**src/rtl/sd_host_pkg.sv**
```systemverilog
// Shared constants for the SD host command-line engine: FSM encoding,
// response types, error bit positions, frame lengths and the CRC7 step.
package sd_host_pkg;

    localparam logic [2:0] IDLE  = 3'd0;
    localparam logic [2:0] SEND  = 3'd1;
    localparam logic [2:0] WAIT  = 3'd2;
    localparam logic [2:0] RECV  = 3'd3;
    localparam logic [2:0] CHECK = 3'd4;
    localparam logic [2:0] DONE  = 3'd5;

    localparam logic [1:0] RESP_NONE    = 2'b00;
    localparam logic [1:0] RESP_136     = 2'b01;
    localparam logic [1:0] RESP_48      = 2'b10;
    localparam logic [1:0] RESP_48_BUSY = 2'b11;

    localparam int ERR_TIMEOUT = 0;
    localparam int ERR_CRC     = 1;
    localparam int ERR_END     = 2;
    localparam int ERR_INDEX   = 3;

    localparam int FRAME_LEN = 48;
    localparam int LONG_LEN  = 136;
    localparam int CRC_SPAN  = 40;

    // One serial step of CRC7, polynomial x^7 + x^3 + 1.
    function automatic logic [6:0] crc7_step(input logic [6:0] crc, input logic din);
        logic fb;
        fb = din ^ crc[6];
        return {crc[5:3], crc[2] ^ fb, crc[1:0], fb};
    endfunction

endpackage

```
**src/rtl/sd_host_cmd_crc7.sv**
```systemverilog
// Serial CRC7 accumulator with synchronous clear and per-bit enable.
module sd_crc7
    import sd_host_pkg::*;
(
    input  logic       clock,
    input  logic       reset,
    input  logic       clear,
    input  logic       enable,
    input  logic       data_in,
    output logic [6:0] crc
);

    always_ff @(posedge clock or posedge reset) begin
        if (reset)
            crc <= '0;
        else if (clear)
            crc <= '0;
        else if (enable)
            crc <= crc7_step(crc, data_in);
    end

endmodule

```
**src/rtl/sd_host_cmd.sv**
```systemverilog
// SD host CMD-line engine: serializes a 48-bit command frame, then captures
// and checks the card's 48/136-bit response.
module sd_host_cmd
    import sd_host_pkg::*;
#(
    parameter int RESP_TIMEOUT = 64,
    parameter int SYNC_STAGES  = 2
) (
    input  logic         clock,
    input  logic         reset,
    input  logic         sd_clock,
    input  logic         cmd_pin_in,
    output logic         cmd_pin_out,
    input  logic [31:0]  reg_024h_in,
    output logic [31:0]  reg_024h_out,
    input  logic [15:0]  reg_00eh_in,
    output logic [15:0]  reg_00eh_out,
    input  logic [15:0]  reg_008h_in,
    output logic [15:0]  reg_008h_out,
    input  logic [15:0]  reg_032h_in,
    output logic [15:0]  reg_032h_out,
    output logic [127:0] response_out
);

    localparam int TO_W = (RESP_TIMEOUT > 1) ? $clog2(RESP_TIMEOUT) : 1;

    logic [SYNC_STAGES-1:0] sd_sync_p0;
    logic [SYNC_STAGES-1:0] cmd_sync_p0;
    logic                   sd_prev_p1;
    logic                   sd_s, cmd_s, sd_rise, sd_fall;

    logic [2:0]   state;
    logic         req_prev;
    logic         inhibit, complete;
    logic [3:0]   raw_err;
    logic [39:0]  tx_sr;
    logic [5:0]   bit_cnt;
    logic [7:0]   rx_cnt;
    logic [7:0]   rx_len;
    logic [TO_W-1:0] to_cnt;
    logic [135:0] rx_sr;
    logic [6:0]   crc_tx, crc_rx;
    logic [2:0]   crc_idx;
    logic         tx_bit, launch, crc_tx_en, crc_rx_en;
    logic         unused_ok;

    // Synchronizer stage boundary
    always_ff @(posedge clock or posedge reset) begin
        if (reset) begin
            sd_sync_p0  <= '0;
            cmd_sync_p0 <= '1;
            sd_prev_p1  <= 1'b0;
        end else begin
            sd_sync_p0  <= {sd_sync_p0[SYNC_STAGES-2:0], sd_clock};
            cmd_sync_p0 <= {cmd_sync_p0[SYNC_STAGES-2:0], cmd_pin_in};
            sd_prev_p1  <= sd_s;
        end
    end

    assign sd_s    = sd_sync_p0[SYNC_STAGES-1];
    assign cmd_s   = cmd_sync_p0[SYNC_STAGES-1];
    assign sd_rise = sd_s & ~sd_prev_p1;
    assign sd_fall = ~sd_s & sd_prev_p1;

    assign launch = (state == IDLE) && reg_024h_in[0] && !req_prev;
    assign rx_len = (reg_00eh_out[1:0] == RESP_136) ? 8'(LONG_LEN) : 8'(FRAME_LEN);

    always_comb begin
        crc_idx = 3'(6'd46 - bit_cnt);
        tx_bit  = 1'b1;
        if (bit_cnt < 6'(CRC_SPAN))
            tx_bit = tx_sr[39];
        else if (bit_cnt < 6'd47)
            tx_bit = crc_tx[crc_idx];
    end

    assign crc_tx_en = sd_fall && (state == SEND) && (bit_cnt < 6'(CRC_SPAN));
    assign crc_rx_en = sd_rise && (((state == WAIT) && !cmd_s) ||
                                   ((state == RECV) && (rx_cnt < 8'(CRC_SPAN))));

    sd_crc7 u_crc_tx (
        .clock   (clock),
        .reset   (reset),
        .clear   (launch),
        .enable  (crc_tx_en),
        .data_in (tx_sr[39]),
        .crc     (crc_tx)
    );

    sd_crc7 u_crc_rx (
        .clock   (clock),
        .reset   (reset),
        .clear   (launch),
        .enable  (crc_rx_en),
        .data_in (cmd_s),
        .crc     (crc_rx)
    );

    always_ff @(posedge clock or posedge reset) begin
        if (reset) begin
            state        <= IDLE;
            req_prev     <= 1'b0;
            cmd_pin_out  <= 1'b1;
            inhibit      <= 1'b0;
            complete     <= 1'b0;
            raw_err      <= '0;
            reg_00eh_out <= '0;
            reg_008h_out <= '0;
            response_out <= '0;
            tx_sr        <= '0;
            bit_cnt      <= '0;
            rx_cnt       <= '0;
            to_cnt       <= '0;
            rx_sr        <= '0;
        end else begin
            req_prev <= reg_024h_in[0];
            case (state)
                IDLE: if (launch) begin
                    reg_00eh_out <= reg_00eh_in;
                    reg_008h_out <= reg_008h_in;
                    tx_sr        <= {2'b01, reg_00eh_in[13:8], 16'h0000, reg_008h_in};
                    bit_cnt      <= '0;
                    rx_cnt       <= '0;
                    to_cnt       <= '0;
                    inhibit      <= 1'b1;
                    complete     <= 1'b0;
                    raw_err      <= '0;
                    response_out <= '0;
                    state        <= SEND;
                end
                // The end bit is held for a full sd period before leaving SEND.
                SEND: if (sd_fall) begin
                    if (bit_cnt == 6'(FRAME_LEN)) begin
                        cmd_pin_out <= 1'b1;
                        state       <= (reg_00eh_out[1:0] == RESP_NONE) ? DONE : WAIT;
                    end else begin
                        cmd_pin_out <= tx_bit;
                        bit_cnt     <= bit_cnt + 6'd1;
                        if (bit_cnt < 6'(CRC_SPAN))
                            tx_sr <= {tx_sr[38:0], 1'b0};
                    end
                end
                WAIT: if (sd_rise) begin
                    if (!cmd_s) begin
                        rx_sr  <= {rx_sr[134:0], cmd_s};
                        rx_cnt <= 8'd1;
                        state  <= RECV;
                    end else if (to_cnt == TO_W'(RESP_TIMEOUT - 1)) begin
                        raw_err[ERR_TIMEOUT] <= 1'b1;
                        state                <= DONE;
                    end else begin
                        to_cnt <= to_cnt + 1'b1;
                    end
                end
                RECV: if (sd_rise) begin
                    rx_sr  <= {rx_sr[134:0], cmd_s};
                    rx_cnt <= rx_cnt + 8'd1;
                    if (rx_cnt == rx_len - 8'd1)
                        state <= CHECK;
                end
                CHECK: begin
                    raw_err[ERR_END] <= ~rx_sr[0];
                    if (reg_00eh_out[1:0] == RESP_136) begin
                        response_out <= {8'h00, rx_sr[127:8]};
                    end else begin
                        response_out       <= {96'h0, rx_sr[39:8]};
                        raw_err[ERR_CRC]   <= reg_00eh_out[3] && (crc_rx != rx_sr[7:1]);
                        raw_err[ERR_INDEX] <= reg_00eh_out[4] && (rx_sr[45:40] != reg_00eh_out[13:8]);
                    end
                    state <= DONE;
                end
                DONE: begin
                    inhibit  <= 1'b0;
                    complete <= 1'b1;
                    state    <= IDLE;
                end
                default: state <= IDLE;
            endcase
        end
    end

    assign reg_024h_out = {15'h0, complete, 15'h0, inhibit};
    assign reg_032h_out = {12'h000, raw_err} & reg_032h_in;
    assign unused_ok    = ^{reg_024h_in[31:1], rx_sr[135:128]};

endmodule

```
**config.mk**
```make
export PLATFORM = sky130hd
export DESIGN_NAME = sd_host_cmd
export DESIGN_NICKNAME = d
export VERILOG_FILES = /design/src/rtl/sd_host_pkg.sv /design/src/rtl/sd_host_cmd_crc7.sv /design/src/rtl/sd_host_cmd.sv
export SDC_FILE = /design/constraint.sdc
export NUM_CORES = 1
export LEC_CHECK = 0
export ABC_AREA = 1
export CORE_UTILIZATION = 40
export CTS_BUF_LIST = sky130_fd_sc_hd__clkbuf_8 sky130_fd_sc_hd__clkbuf_16
export DETAILED_ROUTE_END_ITERATION = 10
export PLACE_DENSITY = 0.66
export SYNTH_ARGS = -nofsm -noshare
export SYNTH_HDL_FRONTEND = slang
export SYNTH_SLANG_ARGS = --single-unit
```
**constraint.sdc**
```tcl
create_clock -name clock -period 12.7 [get_ports clock]
set_clock_uncertainty 0.05 [all_clocks]
set_input_delay 2.54 -clock clock [delete_from_list [all_inputs] [get_ports clock]]
set_output_delay 2.54 -clock clock [all_outputs]
set_load 0.01 [all_outputs]
```
==> impl_metrics.env, run 1 <==
export IMPL_drive_above_1_share_pct=5.25
export IMPL_cts_buffer_depth=3
export IMPL_die_area_mm2=0.0398
export IMPL_cts_root_buffer="clkbuf_16"
export IMPL_die_y_um=200
export IMPL_clk_transition_reported_paths_ns=0.06
export IMPL_n_antenna_cell=0
export IMPL_crit_type="in -> out"
export IMPL_post_dp_cell_area_mm2=0.0177
export IMPL_overflow=0
export IMPL_worst_slew_pin_slew_ns=1.15
export IMPL_ant_nets=0
export IMPL_fmax_mhz=161
export IMPL_finish_instance_area_mm2=0.0190
export IMPL_holdPathStages=0
export IMPL_avgSynthCellArea_um2=9.01
export IMPL_period_needed_ns=6.20
export IMPL_critPathLaunchType="primary input"
export IMPL_drt_first_iter_violations=685
export IMPL_drv_cap=0
export IMPL_syn_to_final_growth_pct=21.9
export IMPL_totalWireLength_um=34200
export IMPL_fin_tns_setup_ns=0
export IMPL_worst_ep_arrival_time_ns=3.61
export IMPL_slew_viol_final=0
export IMPL_cp_required_ns=10.11
export IMPL_rr_endpoint="tx_sr[6]"
export IMPL_drc_errors=0
export IMPL_track_usage_pct=17.6
export IMPL_vdd_ir_drop_max_mv=0.103
export IMPL_wl_per_cell_um=14.0
export IMPL_r2r_cells=5
export IMPL_post_route_util_pct=49.4
export IMPL_pre_cts_slack_ns=6.49
export IMPL_hold_class="reg -> reg"
export IMPL_io_buffers=199
export IMPL_ys_warn_count=0
export IMPL_synth_top_area_cell="dfrtp_1"
export IMPL_viasPerCell=4.74
export IMPL_grt_max_degree=135
export IMPL_leakagePower_nw=8.65
export IMPL_period_share_pct=48.8
export IMPL_r2r_start="state[2]"
export IMPL_grt_pass1_wl_um=56300
export IMPL_clk_latency_ns=0.54
export IMPL_drt_pass1_iter_count=5
export IMPL_grt_pass1_vias=11014
export IMPL_rsz0062_at_grt="false"
export IMPL_end_kind="primary output"
export IMPL_dp_hpwl_um=21800
export IMPL_h_tree_depth=2
export IMPL_whs_endpoint="sd_sync_p0[1]"
export IMPL_setup_ws_ns=6.50
export IMPL_tritoncts="done"
export IMPL_grt_antenna_before_repair=1
export IMPL_cts_resized_gates=0
export IMPL_post_cts_setup_buffers=0
export IMPL_seq_area_frac_synth_pct=59.3
export IMPL_power_total_mw=3.38
export IMPL_synth_top_area_share_pct=58.8
export IMPL_fill_cells=3706
export IMPL_coreArea_mm2=0.0386
export IMPL_reg2reg_slack_ns=9.61
export IMPL_vias=11570
export IMPL_synth_cell_area_mm2=0.0156
export IMPL_worst_hold_startpoint="sd_sync_p0[0]"
export IMPL_start_util_pct=40.5
export IMPL_holdBufCountCts=0
export IMPL_setup_viol=0
export IMPL_status="complete, no violations"
export IMPL_globalplace_congestion=0.779
export IMPL_numCtsBuffers=41
export IMPL_crit_path_max_fanout=1
export IMPL_ys_ff_latch=370
export IMPL_synthCells=1733
export IMPL_die_x_um=200
export IMPL_finalHoldViolations=0
export IMPL_powerDensity_mw_per_mm2=178
export IMPL_ys_types=30
export IMPL_pin_count=293
export IMPL_num_rows=72
export IMPL_slew_headroom_pct=23.4
export IMPL_synth_area_leaders="dfrtp_1, nand2_1, o21ai_0"
export IMPL_cts_sink_count=370
export IMPL_layout_nets=1981
==> where the power goes <==
group | switching, mW | internal [mW]
registers | 0.0931 | 1.32
logic | 0.489 | 0.265
clock network | 0.479 | 0.732
==> registers in the layout, summed over array words and instances, names as in the netlist, 2 cells and up <==
name,count
bit_cnt,6
cmd_sync_p0,2
raw_err,4
reg_008h_out,16
reg_00eh_out,16
response_out,120
rx_cnt,8
rx_sr,128
sd_sync_p0,2
state,3
to_cnt,6
tx_sr,40
u_crc_rx.crc,7
u_crc_tx.crc,7
==> per-stage QoR <==
stage | instances | hold slack [ns]
2_1_floorplan | 1782 | 0.281
6_report | 2441 | 0.297
4_1_cts | 2441 | 0.299
3_3_place_gp | 2368 | 0.283
3_5_place_dp | 2368 | 0.285
5_1_grt | 2441 | 0.302
==> worst max-delay path by stage <==
stage	startpoint	to	slack, ns	cells after the start
floorplan	reset	bit_cnt[0]	5.15	1
global placement	reg_032h_in[1]	reg_032h_out[1]	6.48	4
detailed placement	reg_032h_in[0]	reg_032h_out[0]	6.49	4
CTS	reg_032h_in[0]	reg_032h_out[0]	6.49	4
global route	reg_032h_in[1]	reg_032h_out[1]	6.44	4
finish	reg_032h_in[1]	reg_032h_out[1]	6.50	4
==> synth_stat cells (all sizes together) <==
cell and instances:
o21ai 319, nand3b 4, dfstp 3, conb 1, nor4 1, nand4 6
ha 4, o22ai 19, clkbuf 20, o211ai 1, nand2 397, nor2 51
nor3 5, xor2 13, a21oi 8, inv 221, dfrtp 367, buf 124
nand3 163, a22o 1, xnor2 3, nor3b 2
==> layer usage <==
| metal | vias to the layer above | routed length [um] | track usage (%) |
|---|---|---|---|
| met4 | 2 | 711 | 5.63 |
| met2 | 259 | 16000 | 28.6 |
| met1 | 5490 | 15400 | 23.1 |
| met3 | 49 | 2050 | 4.12 |
| li1 | 5770 | - | - |
| met5 | - | 12 | 0 |
==> cell families (layout without fill, tap and decap cells) <==
kind of cell	after synthesis	in the layout	share of synthesized area [%]
flip-flops	370	370	59.3
AO/OA/AOI/OAI	348	348	11.4
other	1	50	0.0240
adder cells (fa/ha/maj)	4	4	0.321
AND/OR/NAND/NOR	629	629	17.0
XOR/XNOR	16	16	0.898
buffers and inverters	365	506	11.1
==> placed cells by master, fill, tap and decap left out, drive strengths merged <==
| cell | instances |
|---|---|
| xnor2 | 3 |
| ha | 4 |
| nor4 | 1 |
| inv | 233 |
| nand3b | 4 |
| xor2 | 13 |
| o211ai | 1 |
| clkinv | 7 |
| clkinvlp | 1 |
| dfrtp | 367 |
| nand4 | 6 |
| dfstp | 3 |
| clkbuf | 48 |
| a22o | 1 |
| bufinv | 5 |
| a21oi | 8 |
| nor3b | 2 |
| nor2 | 51 |
| nand2 | 397 |
| nor3 | 5 |
| o22ai | 19 |
| clkdlybuf4s50 | 199 |
| conb | 50 |
| o21ai | 319 |
| nand3 | 163 |
| buf | 13 |
==> area by class of cell <==
| type | instances | area [um^2] | area share [%] |
|---|---|---|---|
| Sequential cell | 370 | 9260 | 48.7 |
| Clock inverter | 25 | 254 | 1.33 |
| Clock buffer | 48 | 1120 | 5.90 |
| Tap cell | 518 | 648 | 3.40 |
| Inverter | 221 | 833 | 4.38 |
| Timing Repair Buffer | 212 | 2090 | 11.0 |
| Multi-Input combinational cell | 1047 | 4830 | 25.4 |
==> worst max-delay path: stages <==
cell,delay [ns]
clkdlybuf4s50_1,0.46
nand2_1,0.05
inv_1,0.05
clkdlybuf4s50_1,0.52
Note: power is estimated with default switching activity, not from simulation.
==> inputs of run 2 (changes only) <==
Settings changed: PLACE_DENSITY 0.66 to not set.
Clock period 12.7 ns to 5.98 ns, I/O delays scaled along.
==> run 2 against run 1 <==
Final area is 0.21% lower. Via count is 0.80% lower. Sequential power up 110%. Global-route usage barely moved. Critical path depth unchanged. Wire length grew 0.68%. Worst hold slack improved by 0.011 ns. Non-clock buffer count unchanged. Critical path type unchanged.
==> impl_metrics.env, run 2 (same netlist as run 1, synthesis figures left out) <==
export IMPL_fin_hold_ws_ns=0.308
export IMPL_grt_pass1_wl_um=56300
export IMPL_h_tree_depth=2
export IMPL_dp_hpwl_um=21600
export IMPL_largest_register_ffs=128
export IMPL_tritoncts="done"
export IMPL_die_x_um=200
export IMPL_cts_root_buffer="clkbuf_16"
export IMPL_place_inst=2368
export IMPL_wl_per_cell_um=14.1
export IMPL_io_buffers=199
export IMPL_r2r_cells=9
export IMPL_n_antenna_cell=0
export IMPL_layout_cells_non_filler=2436
export IMPL_grt_max_degree=179
export IMPL_die_area_mm2=0.0398
export IMPL_holdPathStages=0
export IMPL_coreArea_mm2=0.0386
export IMPL_r2r_start="state[1]"
export IMPL_start_util_pct=40.5
export IMPL_fmax_mhz=284
export IMPL_multi_input_area_mm2=0.00483
export IMPL_num_rows=72
export IMPL_reg2reg_slack_ns=2.86
export IMPL_whs_endpoint="cmd_sync_p0[1]"
export IMPL_grt_pass1_vias=10931
export IMPL_syn_to_final_growth_pct=21.7
export IMPL_worst_ep_arrival_time_ns=2.27
export IMPL_rr_endpoint="raw_err[3]"
export IMPL_cp_required_ns=4.73
export IMPL_drv_cap=0
export IMPL_overflow=0
export IMPL_ant_nets=0
export IMPL_layout_nets=1981
export IMPL_post_dp_cell_area_mm2=0.0177
export IMPL_rsz0062_at_grt="false"
export IMPL_hold_class="reg -> reg"
export IMPL_clk_transition_reported_paths_ns=0.05
export IMPL_post_cts_setup_buffers=0
export IMPL_power_total_mw=7.10
export IMPL_setup_ws_ns=2.46
export IMPL_slew_headroom_pct=27.7
export IMPL_pin_count=293
export IMPL_globalplace_congestion=0.790
export IMPL_leakagePower_nw=8.61
export IMPL_seq_area_mm2=0.00926
export IMPL_reg_top3="rx_sr x128, response_out x120, tx_sr x40"
export IMPL_drt_pass1_iter_count=4
export IMPL_vdd_ir_drop_max_mv=0.215
export IMPL_clk_latency_ns=0.53
export IMPL_regMostFlops="rx_sr"
export IMPL_period_share_pct=58.8
export IMPL_layout_common_cells="nand2_1, dfrtp_1, inv_1, o21ai_0, clkdlybuf4s50_1"
export IMPL_die_y_um=200
export IMPL_cts_resized_gates=0
export IMPL_period_needed_ns=3.52
export IMPL_worst_slew_pin_slew_ns=1.08
export IMPL_status="complete, no violations"
export IMPL_drt_first_iter_violations=641
export IMPL_end_kind="primary output"
export IMPL_fill_cells=3722
export IMPL_cts_buffer_depth=3
export IMPL_critPathLaunchType="primary input"
export IMPL_track_usage_pct=17.5
export IMPL_post_route_util_pct=49.3
export IMPL_totalWireLength_um=34400
export IMPL_pre_cts_slack_ns=1.98
export IMPL_drc_errors=0
export IMPL_cts_sink_count=370
export IMPL_powerDensity_mw_per_mm2=374
export IMPL_holdBufCountCts=0
export IMPL_setup_viol=0
export IMPL_drive_above_1_share_pct=5.16
export IMPL_vias=11477
export IMPL_worst_hold_startpoint="cmd_sync_p0[0]"
export IMPL_crit_path_max_fanout=1
export IMPL_final_common_cell="nand2_1"
export IMPL_fin_tns_setup_ns=0
export IMPL_numCtsBuffers=41
export IMPL_finalHoldViolations=0
export IMPL_slew_viol_final=0
export IMPL_viasPerCell=4.71
export IMPL_crit_type="in -> out"
export IMPL_grt_antenna_before_repair=1
export IMPL_finish_instance_area_mm2=0.0190
run 2: changes by cell type in the layout (fill, tap and decap cells not counted), sizes merged:
cell,before,now
clkbuf,48,47
clkinvlp,1,3
bufinv,5,4
clkinv,7,9
inv,233,226
run 2: area by class of cell:
class / count / share of cell area (%)
multi-input cells: 1047 / 25.4
clock inverters: 21 / 1.07
well taps: 518 / 3.41
clock buffers: 47 / 5.84
inverters: 221 / 4.39
repair buffers: 212 / 11.1
flip-flops and latches: 370 / 48.8
run 2: how the worst max path moves through the flow:
stage                            to           start
floorplan                bit_cnt[0]           reset
global placement         raw_err[3]  reg_024h_in[0]
detailed placement       raw_err[3]  reg_024h_in[0]
CTS                 reg_032h_out[1]  reg_032h_in[1]
global route             raw_err[3]  reg_024h_in[0]
finish              reg_032h_out[1]  reg_032h_in[1]
run 2: worst max-delay path, cell delays in order:
cell	delay, ns
clkdlybuf4s50_1	0.45
nand2_1	0.05
inv_1	0.05
clkdlybuf4s50_1	0.52
run 2: routing by layer:
layer,track usage [%],vias to the layer above,wire [um]
met2,27.6,230,15700
met3,3.90,52,1880
met1,24.1,5436,16000
met5,0,-,11
met4,5.51,2,833
li1,-,5757,-
run 2: power breakdown:
group	internal, mW	total (mW)	switching, mW
registers	2.80	3.01	0.204
clock network	1.49	2.47	0.986
logic	0.568	1.61	1.05
==> inputs of run 3 (changes only) <==
Settings changed: PLACE_DENSITY set to 0.66.
Clock period 5.98 ns to 3.11 ns, I/O delays scaled along.
==> run 3 against run 2 <==
Wire length increased by 2.6%. Global-route usage rose by 0.68 points. Clock-buffer cell count rose by 7. Power up 100%. Critical endpoint unchanged. First-iteration DRC count down 10%. Critical path depth unchanged. Die area did not move. Largest cell class unchanged. Sequential share of layout area is 0.90 points lower. Sequential power up 92%. Combinational power is 97% higher.
==> impl_metrics.env, run 3 (same netlist as run 1, synthesis figures left out) <==
export IMPL_io_buffers=199
export IMPL_rr_endpoint="raw_err[3]"
export IMPL_wl_per_cell_um=14.4
export IMPL_final_common_cell="nand2_1"
export IMPL_drive_above_1_share_pct=6.10
export IMPL_whs_endpoint="cmd_sync_p0[1]"
export IMPL_drc_errors=0
export IMPL_vdd_ir_drop_max_mv=0.454
export IMPL_grt_pass1_wl_um=58100
export IMPL_layout_common_cells="nand2_1, dfrtp_1, inv_1, o21ai_0, clkdlybuf4s50_1"
export IMPL_holdBufCountCts=0
export IMPL_syn_to_final_growth_pct=23.9
export IMPL_slew_headroom_pct=36.4
export IMPL_r2r_cells=8
export IMPL_numCtsBuffers=42
export IMPL_num_rows=72
export IMPL_end_kind="primary output"
export IMPL_globalplace_congestion=0.780
export IMPL_dp_hpwl_um=23100
export IMPL_cp_required_ns=2.44
export IMPL_coreArea_mm2=0.0386
export IMPL_regMostFlops="rx_sr"
export IMPL_pre_cts_slack_ns=0.364
export IMPL_fin_tns_setup_ns=0
export IMPL_crit_path_max_fanout=1
export IMPL_period_share_pct=76.5
export IMPL_reg_top3="rx_sr x128, response_out x120, tx_sr x40"
export IMPL_die_y_um=200
export IMPL_clk_latency_ns=0.55
export IMPL_worst_slew_pin_slew_ns=0.954
export IMPL_period_needed_ns=2.38
export IMPL_die_area_mm2=0.0398
export IMPL_post_dp_cell_area_mm2=0.0178
export IMPL_totalWireLength_um=35300
export IMPL_finalHoldViolations=0
export IMPL_holdPathStages=0
export IMPL_hold_class="reg -> reg"
export IMPL_cts_root_buffer="clkbuf_16"
export IMPL_post_route_util_pct=50.2
export IMPL_largest_register_ffs=128
export IMPL_start_util_pct=40.5
export IMPL_worst_hold_startpoint="cmd_sync_p0[0]"
export IMPL_vias=11735
export IMPL_overflow=0
export IMPL_power_total_mw=14.2
export IMPL_fin_hold_ws_ns=0.311
export IMPL_reg2reg_slack_ns=0.83
export IMPL_fmax_mhz=420
export IMPL_status="complete, no violations"
export IMPL_grt_pass1_vias=11418
export IMPL_grt_max_degree=114
export IMPL_layout_nets=1993
export IMPL_drt_first_iter_violations=575
export IMPL_r2r_start="state[2]"
export IMPL_powerDensity_mw_per_mm2=736
export IMPL_clk_transition_reported_paths_ns=0.06
export IMPL_cts_sink_count=370
export IMPL_finish_instance_area_mm2=0.0194
export IMPL_place_inst=2379
export IMPL_track_usage_pct=18.2
export IMPL_cts_resized_gates=0
export IMPL_tritoncts="done"
export IMPL_worst_ep_arrival_time_ns=1.71
export IMPL_drv_cap=0
export IMPL_die_x_um=200
export IMPL_grt_antenna_before_repair=1
export IMPL_pin_count=293
export IMPL_ant_nets=0
export IMPL_setup_ws_ns=0.730
export IMPL_setup_viol=0
export IMPL_h_tree_depth=2
export IMPL_slew_viol_final=0
export IMPL_drt_pass1_iter_count=5
export IMPL_leakagePower_nw=8.78
export IMPL_post_cts_setup_buffers=0
export IMPL_critPathLaunchType="primary input"
export IMPL_crit_type="in -> out"
export IMPL_viasPerCell=4.78
export IMPL_rsz0062_at_grt="false"
export IMPL_cts_buffer_depth=3
export IMPL_layout_cells_non_filler=2455
## run 3: area by class of cell
class                           count  area, um^2
Multi-Input combinational cell   1047        4830
Tap cell                          518         648
Sequential cell                   370        9260
Inverter                          221         833
Timing Repair Buffer              223        2270
Clock inverter                     21         256
Fill cell                        3646       19200
Clock buffer                       54        1250
Antenna cell                        1        2.50
## run 3: power by group
part	total [mW]	internal, mW	switching (mW)
clock network	5.28	3.32	1.96
registers	5.79	5.39	0.399
logic	3.17	1.14	2.03
total	14.2	9.85	4.39
## run 3: critical path: stages
cell and delay [ns]:
clkdlybuf4s50_1 0.46, nand2_1 0.05, inv_1 0.06, clkdlybuf4s50_1 0.52
## run 3: how the worst max path moves through the flow
stage,slack (ns),cells after the start,startpoint,endpoint
6_report,0.73,4,reg_032h_in[1],reg_032h_out[1]
5_1_grt,0.63,8,state[2],raw_err[3]
4_1_cts,0.72,4,reg_032h_in[1],reg_032h_out[1]
3_5_place_dp,0.36,8,reg_024h_in[0],raw_err[3]
3_3_place_gp,0.36,8,reg_024h_in[0],raw_err[3]
2_1_floorplan,-2.53,1,reset,bit_cnt[0]
## run 3: per-layer routing
layer,vias up,track usage [%],wire length (um)
met3,62,4.15,2140
met4,0,6.90,904
met1,5609,23.7,15600
met5,-,0,0
li1,5797,-,-
met2,267,29.6,16600
